--- src/rtl/tow_match_ctrl.sv ---
// -----------------------------------------------------------------------------
// tow_match_ctrl
//   Match sequencer and press arbiter between the raw player buttons and the
//   tug-of-war game datapath. Synchronizes and edge-detects both keys, grants
//   at most one press pulse per cycle (round-robin on ties), counts round wins,
//   holds the game in reset between rounds and declares the match winner.
//
//   state | meaning
//   ------+-------------------------------------------------------------
//   IDLE  | waiting for start; game held in reset, scores zero
//   PLAY  | round in progress; presses arbitrated to the game
//   PAUSE | between rounds; game held in reset for PAUSE_CYCLES cycles
//   OVER  | match decided; final playfield shown until start drops
//
// Ports
//   clk          game clock
//   reset        asynchronous active-low reset
//   key0_n       raw player-0 button, active-low, asynchronous
//   key1_n       raw player-1 button, active-low, asynchronous
//   start        1 = begin match, 0 = return to idle once the match is over
//   win_valid    one-cycle pulse from game: a round was won
//   win_player   winner of that round
//   press0       one-cycle press pulse to game, player 0
//   press1       one-cycle press pulse to game, player 1
//   game_reset   active-high synchronous reset to the game datapath
//   score0       player-0 rounds won
//   score1       player-1 rounds won
//   match_over   high while in OVER
//   match_winner winner of the match, meaningful with match_over
//   state        current state (IDLE=00, PLAY=01, PAUSE=10, OVER=11)
// -----------------------------------------------------------------------------
module tow_match_ctrl #(
    parameter int WINS_TO_MATCH = 3,
    parameter int PAUSE_CYCLES  = 64
) (
    input  logic       clk,
    input  logic       reset,
    input  logic       key0_n,
    input  logic       key1_n,
    input  logic       start,
    input  logic       win_valid,
    input  logic       win_player,
    output logic       press0,
    output logic       press1,
    output logic       game_reset,
    output logic [3:0] score0,
    output logic [3:0] score1,
    output logic       match_over,
    output logic       match_winner,
    output logic [1:0] state
);

    localparam int            CW         = (PAUSE_CYCLES > 1) ? $clog2(PAUSE_CYCLES) : 1;
    localparam logic [CW-1:0] PAUSE_LOAD = CW'(PAUSE_CYCLES - 1);
    localparam logic [3:0]    WINS       = 4'(WINS_TO_MATCH);

    typedef enum logic [1:0] {
        IDLE  = 2'b00,
        PLAY  = 2'b01,
        PAUSE = 2'b10,
        OVER  = 2'b11
    } state_t;

    state_t        state_q, state_d;
    logic [1:0]    sync0, sync1;      // [0] first flop, [1] second flop
    logic [1:0]    prev;              // previous synchronized pressed, per player
    logic [1:0]    pressed, rise;
    logic [1:0]    pend_q, pend_d;
    logic          rr_q, rr_d;        // player favoured on the next tie
    logic [1:0]    press_q, press_d;
    logic [1:0]    grant;
    logic [3:0]    score0_d, score1_d, score_inc;
    logic          winner_q, winner_d;
    logic [CW-1:0] cnt_q, cnt_d;

    assign pressed = {~sync1[1], ~sync0[1]};
    assign rise    = pressed & ~prev;

    always_ff @(posedge clk or negedge reset) begin
        if (!reset) state_q <= IDLE;
        else        state_q <= state_d;
    end

    always_ff @(posedge clk or negedge reset) begin
        if (!reset) begin
            sync0    <= 2'b11;
            sync1    <= 2'b11;
            prev     <= 2'b00;
            pend_q   <= 2'b00;
            rr_q     <= 1'b0;
            press_q  <= 2'b00;
            score0   <= 4'd0;
            score1   <= 4'd0;
            winner_q <= 1'b0;
            cnt_q    <= '0;
        end else begin
            sync0    <= {sync0[0], key0_n};
            sync1    <= {sync1[0], key1_n};
            prev     <= pressed;
            pend_q   <= pend_d;
            rr_q     <= rr_d;
            press_q  <= press_d;
            score0   <= score0_d;
            score1   <= score1_d;
            winner_q <= winner_d;
            cnt_q    <= cnt_d;
        end
    end

    always_comb begin
        state_d   = state_q;
        pend_d    = pend_q;
        rr_d      = rr_q;
        press_d   = 2'b00;
        grant     = 2'b00;
        score0_d  = score0;
        score1_d  = score1;
        winner_d  = winner_q;
        cnt_d     = cnt_q;
        score_inc = (win_player ? score1 : score0) + 4'd1;

        case (state_q)
            IDLE: begin
                score0_d = 4'd0;
                score1_d = 4'd0;
                winner_d = 1'b0;
                pend_d   = 2'b00;
                if (start) begin
                    state_d = PLAY;
                    rr_d    = 1'b0;
                end
            end
            PLAY: begin
                if (win_valid) begin
                    // A round win wins over any grant this cycle.
                    pend_d = 2'b00;
                    if (win_player) score1_d = score_inc;
                    else            score0_d = score_inc;
                    if (score_inc == WINS) begin
                        state_d  = OVER;
                        winner_d = win_player;
                    end else begin
                        state_d = PAUSE;
                        cnt_d   = PAUSE_LOAD;
                    end
                end else begin
                    if (&pend_q) begin
                        grant = rr_q ? 2'b10 : 2'b01;
                        rr_d  = ~rr_q;
                    end else begin
                        grant = pend_q;
                    end
                    press_d = grant;
                    // An edge arriving while already pending is dropped.
                    pend_d  = (pend_q & ~grant) | (~pend_q & rise);
                end
            end
            PAUSE: begin
                if (cnt_q == '0) state_d = PLAY;
                else             cnt_d   = cnt_q - CW'(1);
            end
            OVER: begin
                if (!start) begin
                    state_d  = IDLE;
                    score0_d = 4'd0;
                    score1_d = 4'd0;
                    winner_d = 1'b0;
                end
            end
            default: state_d = IDLE;
        endcase
    end

    assign press0       = press_q[0];
    assign press1       = press_q[1];
    assign game_reset   = (state_q == IDLE) || (state_q == PAUSE);
    assign match_over   = (state_q == OVER);
    assign match_winner = winner_q;
    assign state        = state_q;

endmodule

--- config.mk ---
export PLATFORM = sky130hd
export DESIGN_NAME = tow_match_ctrl
export DESIGN_NICKNAME = d
export VERILOG_FILES = /design/src/rtl/tow_match_ctrl.sv
export SDC_FILE = /design/constraint.sdc
export NUM_CORES = 1
export LEC_CHECK = 0
export ABC_AREA = 0
export BUFFER_PORTS_ARGS = -buffer_cell sky130_fd_sc_hd__buf_2
export CORE_MARGIN = 3
export CORE_UTILIZATION = 40
export CTS_CLUSTER_DIAMETER = 120
export DETAILED_ROUTE_END_ITERATION = 12
export HOLD_SLACK_MARGIN = 0.08
export PLACE_DENSITY = 0.65
export SETUP_SLACK_MARGIN = 0.2
export SYNTH_ARGS = -nofsm -noshare
export SYNTH_HDL_FRONTEND = slang
export SYNTH_SLANG_ARGS = --single-unit
--- constraint.sdc ---
create_clock -name clk -period 2.32 [get_ports clk]
set_clock_uncertainty 0.05 [all_clocks]
set_input_delay 0.232 -clock clk [delete_from_list [all_inputs] [get_ports clk]]
set_output_delay 0.232 -clock clk [all_outputs]
set_load 0.05 [all_outputs]
==> load_flow_metrics.sql, run 1 <==
INSERT INTO impl_metrics (metric_group, metric, value, unit) VALUES
('run_status', 'run_status', 'finished clean', ''),
('critical_path', 'worst_setup_path_endpoint', 'cnt_q[0]$_DFFE_PN0P_', ''),
('routing', 'route.detailed.wl_per_inst', '13.3', 'um'),
('power', 'p_seq_share', '31.0', '%'),
('synth', 'synth-main-ff-cell', 'dfrtp_1', ''),
('critical_path', 'max_incr_delay_on_cp', '0.46', 'ns'),
('die', 'design.die.area', '0.00479', 'mm^2'),
('placement', 'hpwl', '2280', 'um'),
('power', 'power.static_leakage', '0.892', 'nW'),
('clock_tree', 'cts_max_level', '1', ''),
('power', 'power.combinational.fraction', '51.6', '%'),
('sta', 'max-slew-margin-rel', '58.0', '%'),
('die', 'die_height', '69.2', 'um'),
('critical_path', 'critical_path.slowest_cell', 'dfrtp_2', ''),
('sta', 'grt_setup_unrepaired', 'true', ''),
('critical_path', 'critical_path_buf_inv_count', '0', ''),
('critical_path', 'worst-path-max-fanout', '8', ''),
('routing', 'route.detailed.drc', '0', ''),
('critical_path', 'number_of_logic_stages_on_the_critical_path_including_buffering', '6', ''),
('sta', 'fin_crit', '2.01', 'ns'),
('critical_path', 'critical-path-top-delay-family', 'flip-flops', ''),
('synth', 'async_reset_ff_share', '100', '%'),
('clock_tree', 'cts.sinks', '28', ''),
('die', 'io_pins', '22', ''),
('power', 'p_sw', '1.03', 'mW'),
('synth', 'yosysUniqueCellTypes', '41', ''),
('final_layout', 'finish.net_count', '202', ''),
('final_layout', 'final_cell_count_no_fill', '234', ''),
('placement', 'finalWeightedCongestion', '0.799', ''),
('grt', 'globalRouteTotalUtil', '13.0', '%'),
('clock_tree', 'clock_tree.buffer_depth', '2', ''),
('synth', 'sequential_element_share_of_the_synthesized_area', '44.1', '%'),
('synth', 'synthesis.area_per_instance', '9.99', 'um^2'),
('sta', 'fin_setup_tns', '0', 'ns'),
('final_layout', 'final.fill_count', '346', ''),
('grt', 'grt_first_pass_wirelength', '5280', 'um'),
('critical_path', 'timing.reg2reg.worst_path_depth', '6', ''),
('critical_path', 'criticalPathCategory', 'flop to flop', ''),
('synth', 'synth_nets', '175', ''),
('critical_path', 'regToRegStartpoint', 'score0[1]$_DFFE_PN0P_', ''),
('routing', 'via_count', '1236', ''),
('job', 'drv_cap', '0', ''),
('synth', 'synthesis.instances', '160', ''),
('grt', 'grt_pass1_vias', '1154', ''),
('power', 'vdd.ir_drop.worst', '0.000557', 'V'),
('die', 'core.rowCount', '22', ''),
('grt', 'grt.overflow.total', '0', ''),
('critical_path', 'path_cells', 'mux2_2 -> ha_1 -> xor2_2 -> nand4b_4 -> and2_4 -> o21a_1', ''),
('synth', 'mappedNetlistArea', '0.00160', 'mm^2'),
('critical_path', 'crit_path_end_kind', 'flop', ''),
('routing', 'totalWireLength', '3110', 'um'),
('clock_tree', 'cts.reportedPaths.clkPinSlew', '0.10', 'ns'),
('placement', 'port_buffers', '21', ''),
('critical_path', 'critical_path.startpoint_type', 'flop', ''),
('routing', 'detail_route.first_pass.iterations', '6', ''),
('critical_path', 'cp_data_arrival_time', '2.13', 'ns'),
('routing', 'initialDrtViolationCount', '132', ''),
('sta', 'final_hold_viol_count', '0', ''),
('die', 'fp.dieW', '69.2', 'um'),
('final_layout', 'syn_to_final_growth', '17.7', '%'),
('sta', 'timing_max_transition_violations_final', '0', ''),
('grt', 'grt_max_degree', '29', ''),
('grt', 'antenna_found_initial', '0', ''),
('hold_path', 'hold_path_class', 'input pin to flop', ''),
('sta', 'setup_viol_count_final', '0', ''),
('final_layout', 'register_area', '711', 'um^2'),
('clock_tree', 'tritoncts_clock_tree', 'done', ''),
('critical_path', 'reg2reg_setup_slack', '0.31', 'ns'),
('final_layout', 'share_of_final_layout_standard_cells_stronger_than_drive_strength_1', '29.6', '%'),
('routing', 'post_drt_via_cell_ratio', '5.28', ''),
('placement', 'dp_cells', '226', '');
[worst register-to-register path, delay by kind of cell, from the launching register on]
family,cells,cell delay [ns]
XOR/XNOR,1,0.25
flip-flops,1,0.46
multiplexers,1,0.29
AND/OR/NAND/NOR,2,0.41
adder cells (fa/ha/maj),1,0.27
AO/OA/AOI/OAI,1,0.17
[routing by layer]
metal  part of all wire, %  up-vias  global-route usage [%]
li1                      -      623                       -
met1                    47      601                    17.0
met2                    50       10                    22.2
met3                   2.2        2                    2.03
met4                  0.55        0                    3.90
met5                     0        -                       0
[what timing repair did]
item,in CTS,in global routing
endpoints found under the setup margin,0,10
buffers inserted,0,1
resized for setup,0,2
hold buffers,3,0
hold endpoints to repair,26,0
[layout by cell type (no fill, tap or decap), types with 4 or more instances in the layout]
| cell | netlist | routed |
|---|---|---|
| dfrtp_1 | 24 | 20 |
| and3_1 | 4 | 4 |
| a21oi_1 | 11 | 11 |
| a211oi_2 | 4 | 4 |
| o21ai_0 | 8 | 8 |
| inv_1 | 11 | 11 |
| nor2_1 | 6 | 6 |
| nor3_1 | 9 | 9 |
| ha_1 | 8 | 6 |
| buf_2 | 1 | 21 |
| dfrtp_2 | 0 | 4 |
| nor3b_1 | 6 | 6 |
| dfstp_2 | 4 | 4 |
| buf_4 | 0 | 5 |
| nand2_1 | 17 | 17 |
[synthesized netlist by cell type, types with 4 or more instances]
cell type | number | area, um^2
inv_1 | 11 | 41.3
clkbuf_1 | 4 | 15.0
nand2_1 | 17 | 63.8
dfrtp_1 | 24 | 601
a211oi_2 | 4 | 50.1
and3_1 | 4 | 25.0
nor3_1 | 9 | 45.0
dfstp_2 | 4 | 105
nor2_1 | 6 | 22.5
nor3b_1 | 6 | 45.0
ha_1 | 8 | 100
o21ai_0 | 8 | 40.0
a21oi_1 | 11 | 55.1
[how the worst min path moves through the flow]
stage | from | to | slack [ns]
5_1_grt | win_player | match_winner$_DFFE_PN0P_ | 0.27
3_5_place_dp | reset | press_q[0]$_DFF_PN0_ | 0.24
6_report | win_player | match_winner$_DFFE_PN0P_ | 0.25
3_3_place_gp | reset | press_q[0]$_DFF_PN0_ | 0.23
4_1_cts | win_player | match_winner$_DFFE_PN0P_ | 0.24
2_1_floorplan | reset | cnt_q[0]$_DFFE_PN0P_ | -0.11
[stage by stage]
step                      worst slack [ns]  area [um^2]  power [mW]
after floorplan                      0.201         1610        1.58
after global placement               0.286         1770        1.81
after detailed placement             0.256         1770        1.83
after CTS                            0.273         1870        2.23
after global routing                 0.152         1880        2.38
final                                0.312         1880        2.24
[power by group through the flow]
stage / registers [mW] / clock network, mW / logic [mW]
floorplan: 0.890 / 0 / 0.691
global placement: 0.698 / 0 / 1.11
detailed placement: 0.704 / 0 / 1.13
CTS: 0.695 / 0.401 / 1.13
global route: 0.711 / 0.420 / 1.25
finish: 0.693 / 0.389 / 1.15
[state kept, by name, summed over array words and instances (netlist names)]
| signal | cells |
|---|---|
| sync0 | 2 |
| prev | 2 |
| press_q | 2 |
| sync1 | 2 |
| state | 2 |
| cnt_q | 6 |
| score0 | 4 |
| match_winner | 1 |
| rr_q | 1 |
| pend_q | 2 |
| score1 | 4 |
[cell families after synthesis]
kind of cell               synth area share [%]
DFF                                        44.1
AOI/OAI and AO/OA                          17.7
and+or+nand+nor                            21.5
muxes                                      4.15
adders and majority gates                  6.26
xor gates and xnor gates                   1.02
buffers and inverters                      5.24
[layout make-up]
| type | instances | share of cell area [%] |
|---|---|---|
| clock buffers | 3 | 2.19 |
| clock inverters | 1 | 1.60 |
| inverters | 11 | 2.19 |
| multi-input cells | 114 | 43.9 |
| flip-flops and latches | 28 | 37.8 |
| well taps | 48 | 3.19 |
| repair buffers | 29 | 9.18 |
No activity file was read; power rests on OpenSTA's default activity.
==> run 2, diff against run 1 <==
--- a/config.mk
+++ b/config.mk
@@ -12,7 +12,7 @@
 export CTS_CLUSTER_DIAMETER = 120
 export DETAILED_ROUTE_END_ITERATION = 12
 export HOLD_SLACK_MARGIN = 0.08
-export PLACE_DENSITY = 0.65
+export PLACE_DENSITY = 0.59
 export SETUP_SLACK_MARGIN = 0.2
 export SYNTH_ARGS = -nofsm -noshare
 export SYNTH_HDL_FRONTEND = slang
==> run 2 against run 1 <==
Effect of this change: core utilization fell by 0.30 points; critical path depth did not move; final cell count is 0.43% higher; sequential share of layout area is 0.23 points higher; via count up 1.9%; fmax increased by 1.7%; critical path type unchanged; register-to-register slack improved by 0.03 ns; worst setup slack better by 0.034 ns; sequential power is essentially flat; first-iteration DRC count fell by 51%; global-route usage up 0.87 points; design area down 0.60%.
==> load_flow_metrics.sql, run 2 (synthesis results as in run 1) <==
INSERT INTO impl_metrics (metric_group, metric, value, unit) VALUES
('run_status', 'run_status', 'finished clean', ''),
('clock_tree', 'num_cts_buffers', '3', ''),
('hold_path', 'worstHoldStart', 'win_valid', ''),
('sta', 'max_clock_freq', '507', 'MHz'),
('routing', 'totalWireLength', '3260', 'um'),
('job', 'drv_cap', '0', ''),
('grt', 'grt.overflow.total', '0', ''),
('final_layout', 'reg.largest.list', 'cnt_q x6, score0 x4, score1 x4', ''),
('clock_tree', 'tritoncts_clock_tree', 'done', ''),
('die', 'start_util', '42.7', '%'),
('placement', 'placed_cell_area', '0.00177', 'mm^2'),
('sta', 'setup_viol_count_final', '0', ''),
('placement', 'hpwl', '2370', 'um'),
('clock_tree', 'cts.reportedPaths.clkPinSlew', '0.10', 'ns'),
('die', 'core.rowCount', '22', ''),
('routing', 'via_count', '1260', ''),
('critical_path', 'critical_path.startpoint_type', 'flop', ''),
('sta', 'grt_setup_unrepaired', 'true', ''),
('power', 'totalPowerFinal', '2.20', 'mW'),
('grt', 'grt_max_degree', '29', ''),
('die', 'die_height', '69.2', 'um'),
('final_layout', 'share_of_final_layout_standard_cells_stronger_than_drive_strength_1', '29.4', '%'),
('die', 'io_pins', '22', ''),
('sta', 'max-slew-margin-rel', '58.5', '%'),
('final_layout', 'finish.net_count', '203', ''),
('critical_path', 'critical_path.slowest_cell', 'dfrtp_2', ''),
('routing', 'final_antenna_net_count', '0', ''),
('critical_path', 'max_incr_delay_on_cp', '0.46', 'ns'),
('final_layout', 'syn_to_final_growth', '17.0', '%'),
('hold_path', 'min_to', 'pend_q[1]$_DFFE_PN0P_', ''),
('placement', 'post-place-ws', '0.262', 'ns'),
('routing', 'route.detailed.drc', '0', ''),
('critical_path', 'path_cells', 'mux2_2 -> ha_1 -> xor2_2 -> nand4b_4 -> and2_4 -> o21a_1', ''),
('power', 'pwr_density_cell', '1180', 'mW/mm^2'),
('grt', 'globalRouteTotalUtil', '13.9', '%'),
('grt', 'antenna_found_initial', '0', ''),
('clock_tree', 'clk-insertion-delay-late', '0.27', 'ns'),
('placement', 'port_buffers', '21', ''),
('sta', 'hold_slack', '0.271', 'ns'),
('placement', 'dp_cells', '227', ''),
('critical_path', 'crit_path_end_kind', 'flop', ''),
('routing', 'detail_route.first_pass.iterations', '4', ''),
('power', 'power.static_leakage', '0.892', 'nW'),
('sta', 'timing_max_transition_violations_final', '0', ''),
('critical_path', 'cp_data_arrival_time', '2.09', 'ns'),
('sta', 'fin_crit', '1.97', 'ns'),
('critical_path', 'regToRegStartpoint', 'score0[1]$_DFFE_PN0P_', ''),
('grt', 'grt_pass1_vias', '1218', ''),
('hold_path', 'hold_path_class', 'input pin to flop', ''),
('final_layout', 'fin_util', '50.0', '%'),
('final_layout', 'final_cell_mix', 'buf_2 (21), dfrtp_1 (20), nand2_1 (17), inv_1 (11), a21oi_1 (11)', ''),
('final_layout', 'top_register', 'cnt_q', ''),
('die', 'fp.dieW', '69.2', 'um'),
('final_layout', 'num_antenna_cells', '0', ''),
('final_layout', 'finish.instance_area', '0.00187', 'mm^2'),
('routing', 'initialDrtViolationCount', '65', ''),
('critical_path', 'critical_path_buf_inv_count', '0', ''),
('critical_path', 'worst-path-max-fanout', '8', ''),
('routing', 'post_drt_via_cell_ratio', '5.36', ''),
('final_layout', 'final_common_cell', 'buf_2', ''),
('sta', 'final_hold_viol_count', '0', ''),
('critical_path', 'timing.reg2reg.worst_path_depth', '6', ''),
('critical_path', 'critical-path-top-delay-family', 'flip-flops', ''),
('routing', 'route.detailed.wl_per_inst', '13.9', 'um'),
('hold_path', 'worstHoldPathCells', '4', ''),
('critical_path', 'criticalPathCategory', 'flop to flop', ''),
('clock_tree', 'cts_max_level', '1', ''),
('clock_tree', 'clock_tree.buffer_depth', '2', ''),
('placement', 'finalWeightedCongestion', '0.787', ''),
('sta', 'final.period_utilization', '85.1', '%'),
('critical_path', 'timing.rr.end', 'cnt_q[0]$_DFFE_PN0P_', ''),
('sta', 'fin_setup_tns', '0', 'ns'),
('sta', 'post-route-worst-setup-slack', '0.346', 'ns'),
('die', 'placeableCoreArea', '0.00374', 'mm^2'),
('final_layout', 'number_of_flip_flops_under_the_largest_register_name', '6', ''),
('sta', 'tightest_slew', '0.623', 'ns'),
('power', 'vdd.ir_drop.worst', '0.000618', 'V'),
('die', 'design.die.area', '0.00479', 'mm^2'),
('clock_tree', 'cts.sinks', '28', ''),
('critical_path', 'required_time_at_the_endpoint_of_the_critical_path', '2.44', 'ns'),
('clock_tree', 'clk_root_buffer_cell', 'clkbuf_8', ''),
('final_layout', 'final_cell_count_no_fill', '235', ''),
('grt', 'grt_first_pass_wirelength', '5600', 'um'),
('critical_path', 'reg2reg_setup_slack', '0.35', 'ns');
run 2: cell count changes in the layout (fill, tap and decap cells not counted), sizes merged:
cell,before,now
buf,26,27
clkbuf,3,4
bufinv,1,0
run 2: per-layer routing:
layer | vias up | global-route usage [%] | share of wire (%)
met5 | - | 0 | 0
met4 | 0 | 3.25 | 0.55
met3 | 2 | 2.17 | 2.7
met2 | 20 | 23.2 | 49
met1 | 619 | 18.9 | 48
li1 | 619 | - | -
run 2: worst max path at each step:
stage                       endpoint  slack [ns]                   from  cells after the start
6_report        cnt_q[0]$_DFFE_PN0P_        0.35  score0[1]$_DFFE_PN0P_                      6
5_1_grt        score1[1]$_DFFE_PN0P_        0.20   state[1]$_DFFE_PN0P_                      7
4_1_cts        score1[1]$_DFFE_PN0P_        0.29   state[0]$_DFFE_PN0P_                      6
3_5_place_dp    cnt_q[4]$_DFFE_PN0P_        0.26             win_player                      7
3_3_place_gp    cnt_q[0]$_DFFE_PN0P_        0.32             win_player                      7
2_1_floorplan  score1[0]$_DFFE_PN0P_        0.20   state[0]$_DFFE_PN0P_                      6
run 2: worst min-delay path: stages:
cell     delay (ns)
buf_2          0.11
inv_1          0.06
a31oi_1        0.07
nor2_1         0.08
run 2: power by group:
part	switching (mW)	total, mW	internal (mW)	leakage, nW
registers	0.110	0.694	0.584	0.330
clock network	0.153	0.305	0.152	0.0288
logic	0.792	1.20	0.408	0.534
total	1.05	2.20	1.14	0.892
run 2: cell type report:
type,count,area [um^2]
Multi-Input combinational cell,114,823
Clock buffer,4,55.1
Tap cell,48,60.1
Fill cell,380,1870
Timing Repair Buffer,30,180
Inverter,11,41.3
Sequential cell,28,711
run 2: what timing repair did:
| item | 4_1_cts | 5_1_grt |
|---|---|---|
| endpoints found under the setup margin | 0 | 12 |
| hold buffers | 3 | 0 |
| resized for setup | 0 | 1 |
| setup buffers | 0 | 1 |
| hold endpoints to repair | 26 | 0 |
==> run 3, diff against run 2 <==
--- a/config.mk
+++ b/config.mk
@@ -7,12 +7,14 @@
 export LEC_CHECK = 0
 export ABC_AREA = 0
 export BUFFER_PORTS_ARGS = -buffer_cell sky130_fd_sc_hd__buf_2
+export CELL_PAD_IN_SITES_DETAIL_PLACEMENT = 0
+export CELL_PAD_IN_SITES_GLOBAL_PLACEMENT = 2
 export CORE_MARGIN = 3
-export CORE_UTILIZATION = 40
+export CORE_UTILIZATION = 36
 export CTS_CLUSTER_DIAMETER = 120
 export DETAILED_ROUTE_END_ITERATION = 12
 export HOLD_SLACK_MARGIN = 0.08
-export PLACE_DENSITY = 0.59
+export PLACE_DENSITY = 0.79
 export SETUP_SLACK_MARGIN = 0.2
 export SYNTH_ARGS = -nofsm -noshare
 export SYNTH_HDL_FRONTEND = slang
==> run 3 against run 2 <==
Effect of this change: register-to-register slack about the same; clock power increased by 27%; flip-flop and latch count unchanged; combinational power decreased by 4%; core utilization decreased by 4.5 points; sequential power about the same; critical path depth decreased by 1; non-clock buffer count unchanged; clock-buffer cell count decreased by 1; fmax decreased by 0.69%; global-route usage decreased by 0.56 points; worst setup slack got worse by 0.014 ns.
==> load_flow_metrics.sql, run 3 (synthesis results as in run 1) <==
INSERT INTO impl_metrics (metric_group, metric, value, unit) VALUES
('die', 'placeableCoreArea', '0.00414', 'mm^2'),
('sta', 'setup_viol_count_final', '0', ''),
('clock_tree', 'num_cts_buffers', '3', ''),
('final_layout', 'multi_input_combinational_cell_area', '818', 'um^2'),
('sta', 'hold_slack', '0.267', 'ns'),
('sta', 'tightest_slew', '0.640', 'ns'),
('sta', 'fin_setup_tns', '0', 'ns'),
('final_layout', 'number_of_flip_flops_under_the_largest_register_name', '6', ''),
('placement', 'post-place-ws', '0.256', 'ns'),
('critical_path', 'required_time_at_the_endpoint_of_the_critical_path', '2.04', 'ns'),
('routing', 'via_count', '1231', ''),
('grt', 'gr-max-usage-layer', 'met2', ''),
('sta', 'fin_crit', '1.99', 'ns'),
('placement', 'port_buffers', '21', ''),
('critical_path', 'regToRegStartpoint', 'score0[1]$_DFFE_PN0P_', ''),
('grt', 'grt_first_pass_wirelength', '5640', 'um'),
('routing', 'route.detailed.wl_per_inst', '14.0', 'um'),
('sta', 'final.period_utilization', '85.7', '%'),
('grt', 'grt.overflow.total', '0', ''),
('final_layout', 'final_common_cell', 'buf_2', ''),
('job', 'drv_cap', '0', ''),
('final_layout', 'share_of_final_layout_standard_cells_stronger_than_drive_strength_1', '28.9', '%'),
('sta', 'post-route-worst-setup-slack', '0.332', 'ns'),
('routing', 'post_drt_via_cell_ratio', '5.19', ''),
('placement', 'placed_cell_area', '0.00178', 'mm^2'),
('routing', 'initialDrtViolationCount', '72', ''),
('final_layout', 'final.fill_count', '397', ''),
('clock_tree', 'post_cts_buffers', '0', ''),
('grt', 'globalRouteMet1Util', '18.9', '%'),
('critical_path', 'worst-path-max-fanout', '13', ''),
('grt', 'antenna_found_initial', '0', ''),
('grt', 'met3_usage', '3.58', '%'),
('critical_path', 'timing.reg2reg.worst_path_depth', '6', ''),
('final_layout', 'final_cell_mix', 'buf_2 (21), dfrtp_1 (20), nand2_1 (17), inv_1 (11), a21oi_1 (11)', ''),
('die', 'design.die.area', '0.00528', 'mm^2'),
('die', 'die_height', '72.6', 'um'),
('clock_tree', 'cts_max_level', '1', ''),
('final_layout', 'finish.net_count', '203', ''),
('die', 'io_pins', '22', ''),
('critical_path', 'crit_path_end_kind', 'primary output', ''),
('hold_path', 'worstHoldStart', 'win_valid', ''),
('grt', 'groute.layer.met2.usage', '20.4', '%'),
('sta', 'grt_setup_unrepaired', 'false', ''),
('sta', 'max-slew-margin-rel', '57.3', '%'),
('grt', 'globalRouteTotalUtil', '13.3', '%'),
('run_status', 'run_status', 'finished clean', ''),
('final_layout', 'finish.instance_area', '0.00188', 'mm^2'),
('clock_tree', 'clk_root_buffer_cell', 'clkbuf_8', ''),
('power', 'vdd.ir_drop.worst', '0.000476', 'V'),
('critical_path', 'first_element_of_the_critical_path', 'state[0]$_DFFE_PN0P_', ''),
('final_layout', 'num_antenna_cells', '0', ''),
('critical_path', 'critical_path.startpoint_type', 'flop', ''),
('power', 'pwr_density_cell', '1190', 'mW/mm^2'),
('final_layout', 'reg.largest.list', 'cnt_q x6, score0 x4, score1 x4', ''),
('routing', 'route.detailed.drc', '0', ''),
('hold_path', 'hold_path_class', 'input pin to flop', ''),
('power', 'power.static_leakage', '0.895', 'nW'),
('clock_tree', 'cts.sinks', '28', ''),
('critical_path', 'cp_data_arrival_time', '1.71', 'ns'),
('hold_path', 'worstHoldPathCells', '4', ''),
('grt', 'grt_pass1_vias', '1179', ''),
('sta', 'final_hold_viol_count', '0', ''),
('critical_path', 'criticalPathCategory', 'flop to primary output', ''),
('power', 'totalPowerFinal', '2.24', 'mW'),
('placement', 'hpwl', '2470', 'um'),
('die', 'core.rowCount', '23', ''),
('final_layout', 'register_area', '711', 'um^2'),
('sta', 'timing_max_transition_violations_final', '0', ''),
('final_layout', 'top_register', 'cnt_q', ''),
('sta', 'max_clock_freq', '503', 'MHz'),
('final_layout', 'syn_to_final_growth', '17.8', '%'),
('clock_tree', 'post_cts_resize_count', '0', ''),
('routing', 'final_antenna_net_count', '0', ''),
('clock_tree', 'clk-insertion-delay-late', '0.27', 'ns'),
('die', 'fp.dieW', '72.6', 'um'),
('die', 'start_util', '38.6', '%'),
('routing', 'totalWireLength', '3320', 'um'),
('grt', 'grt_max_degree', '29', ''),
('placement', 'finalWeightedCongestion', '0.802', ''),
('clock_tree', 'cts_hold_buffers_added', '3', ''),
('clock_tree', 'cts.reportedPaths.clkPinSlew', '0.10', 'ns'),
('routing', 'detail_route.first_pass.iterations', '4', ''),
('clock_tree', 'tritoncts_clock_tree', 'done', ''),
('clock_tree', 'clock_tree.buffer_depth', '2', '');
[run 3: changes by cell type in the layout (fill, tap and decap cells not counted)]
cell / change
clkbuf_8: -1
nand3_1: +1
bufinv_16: +1
nand3_2: -1
[run 3: per-layer routing]
layer  vias up  share of wire, %  routed length, um
met1       585                49               1640
li1        625                 -                  -
met4         0              0.66                 22
met5         -                 0                  0
met2        19                46               1540
met3         2               3.3                110
[run 3: cell type report]
class                      instances  share of cell area, %
clock buffer                       3                   2.19
clock inverter                     1                   1.59
inverter                          11                   2.19
multi-input combinational        114                   43.4
sequential                        28                   37.7
tap                               50                   3.32
timing repair buffer              30                   9.56
[run 3: path summary, 6_finish.rpt]
check / to / slack (ns)
worst max-delay path: game_reset / 0.33
max in group asynchronous: state[1]$_DFFE_PN0P_ / 1.30
worst min-delay path: pend_q[1]$_DFFE_PN0P_ / 0.27
min in group asynchronous: score1[2]$_DFFE_PN0P_ / 0.46
worst min register to register: sync0[1]$_DFF_PN1_ / 0.31
worst max register to register: cnt_q[0]$_DFFE_PN0P_ / 0.34
[run 3: power breakdown]
part / switching, mW / internal [mW] / total (mW)
registers: 0.112 / 0.584 / 0.696
logic: 0.771 / 0.382 / 1.15
clock network: 0.156 / 0.231 / 0.387
total: 1.04 / 1.20 / 2.24
[run 3: critical path, cell delays in order (launching register included)]
cell and delay [ns]:
dfrtp_1 0.43, inv_1 0.09, ha_1 0.21, buf_4 0.18
or2_2 0.30, buf_2 0.21
[run 3: through the flow]
stage,util [%],instances
6_report,45.5,237
5_1_grt,45.5,237
3_5_place_dp,43.0,230
3_3_place_gp,43.0,230
2_1_floorplan,-,160
4_1_cts,45.5,237
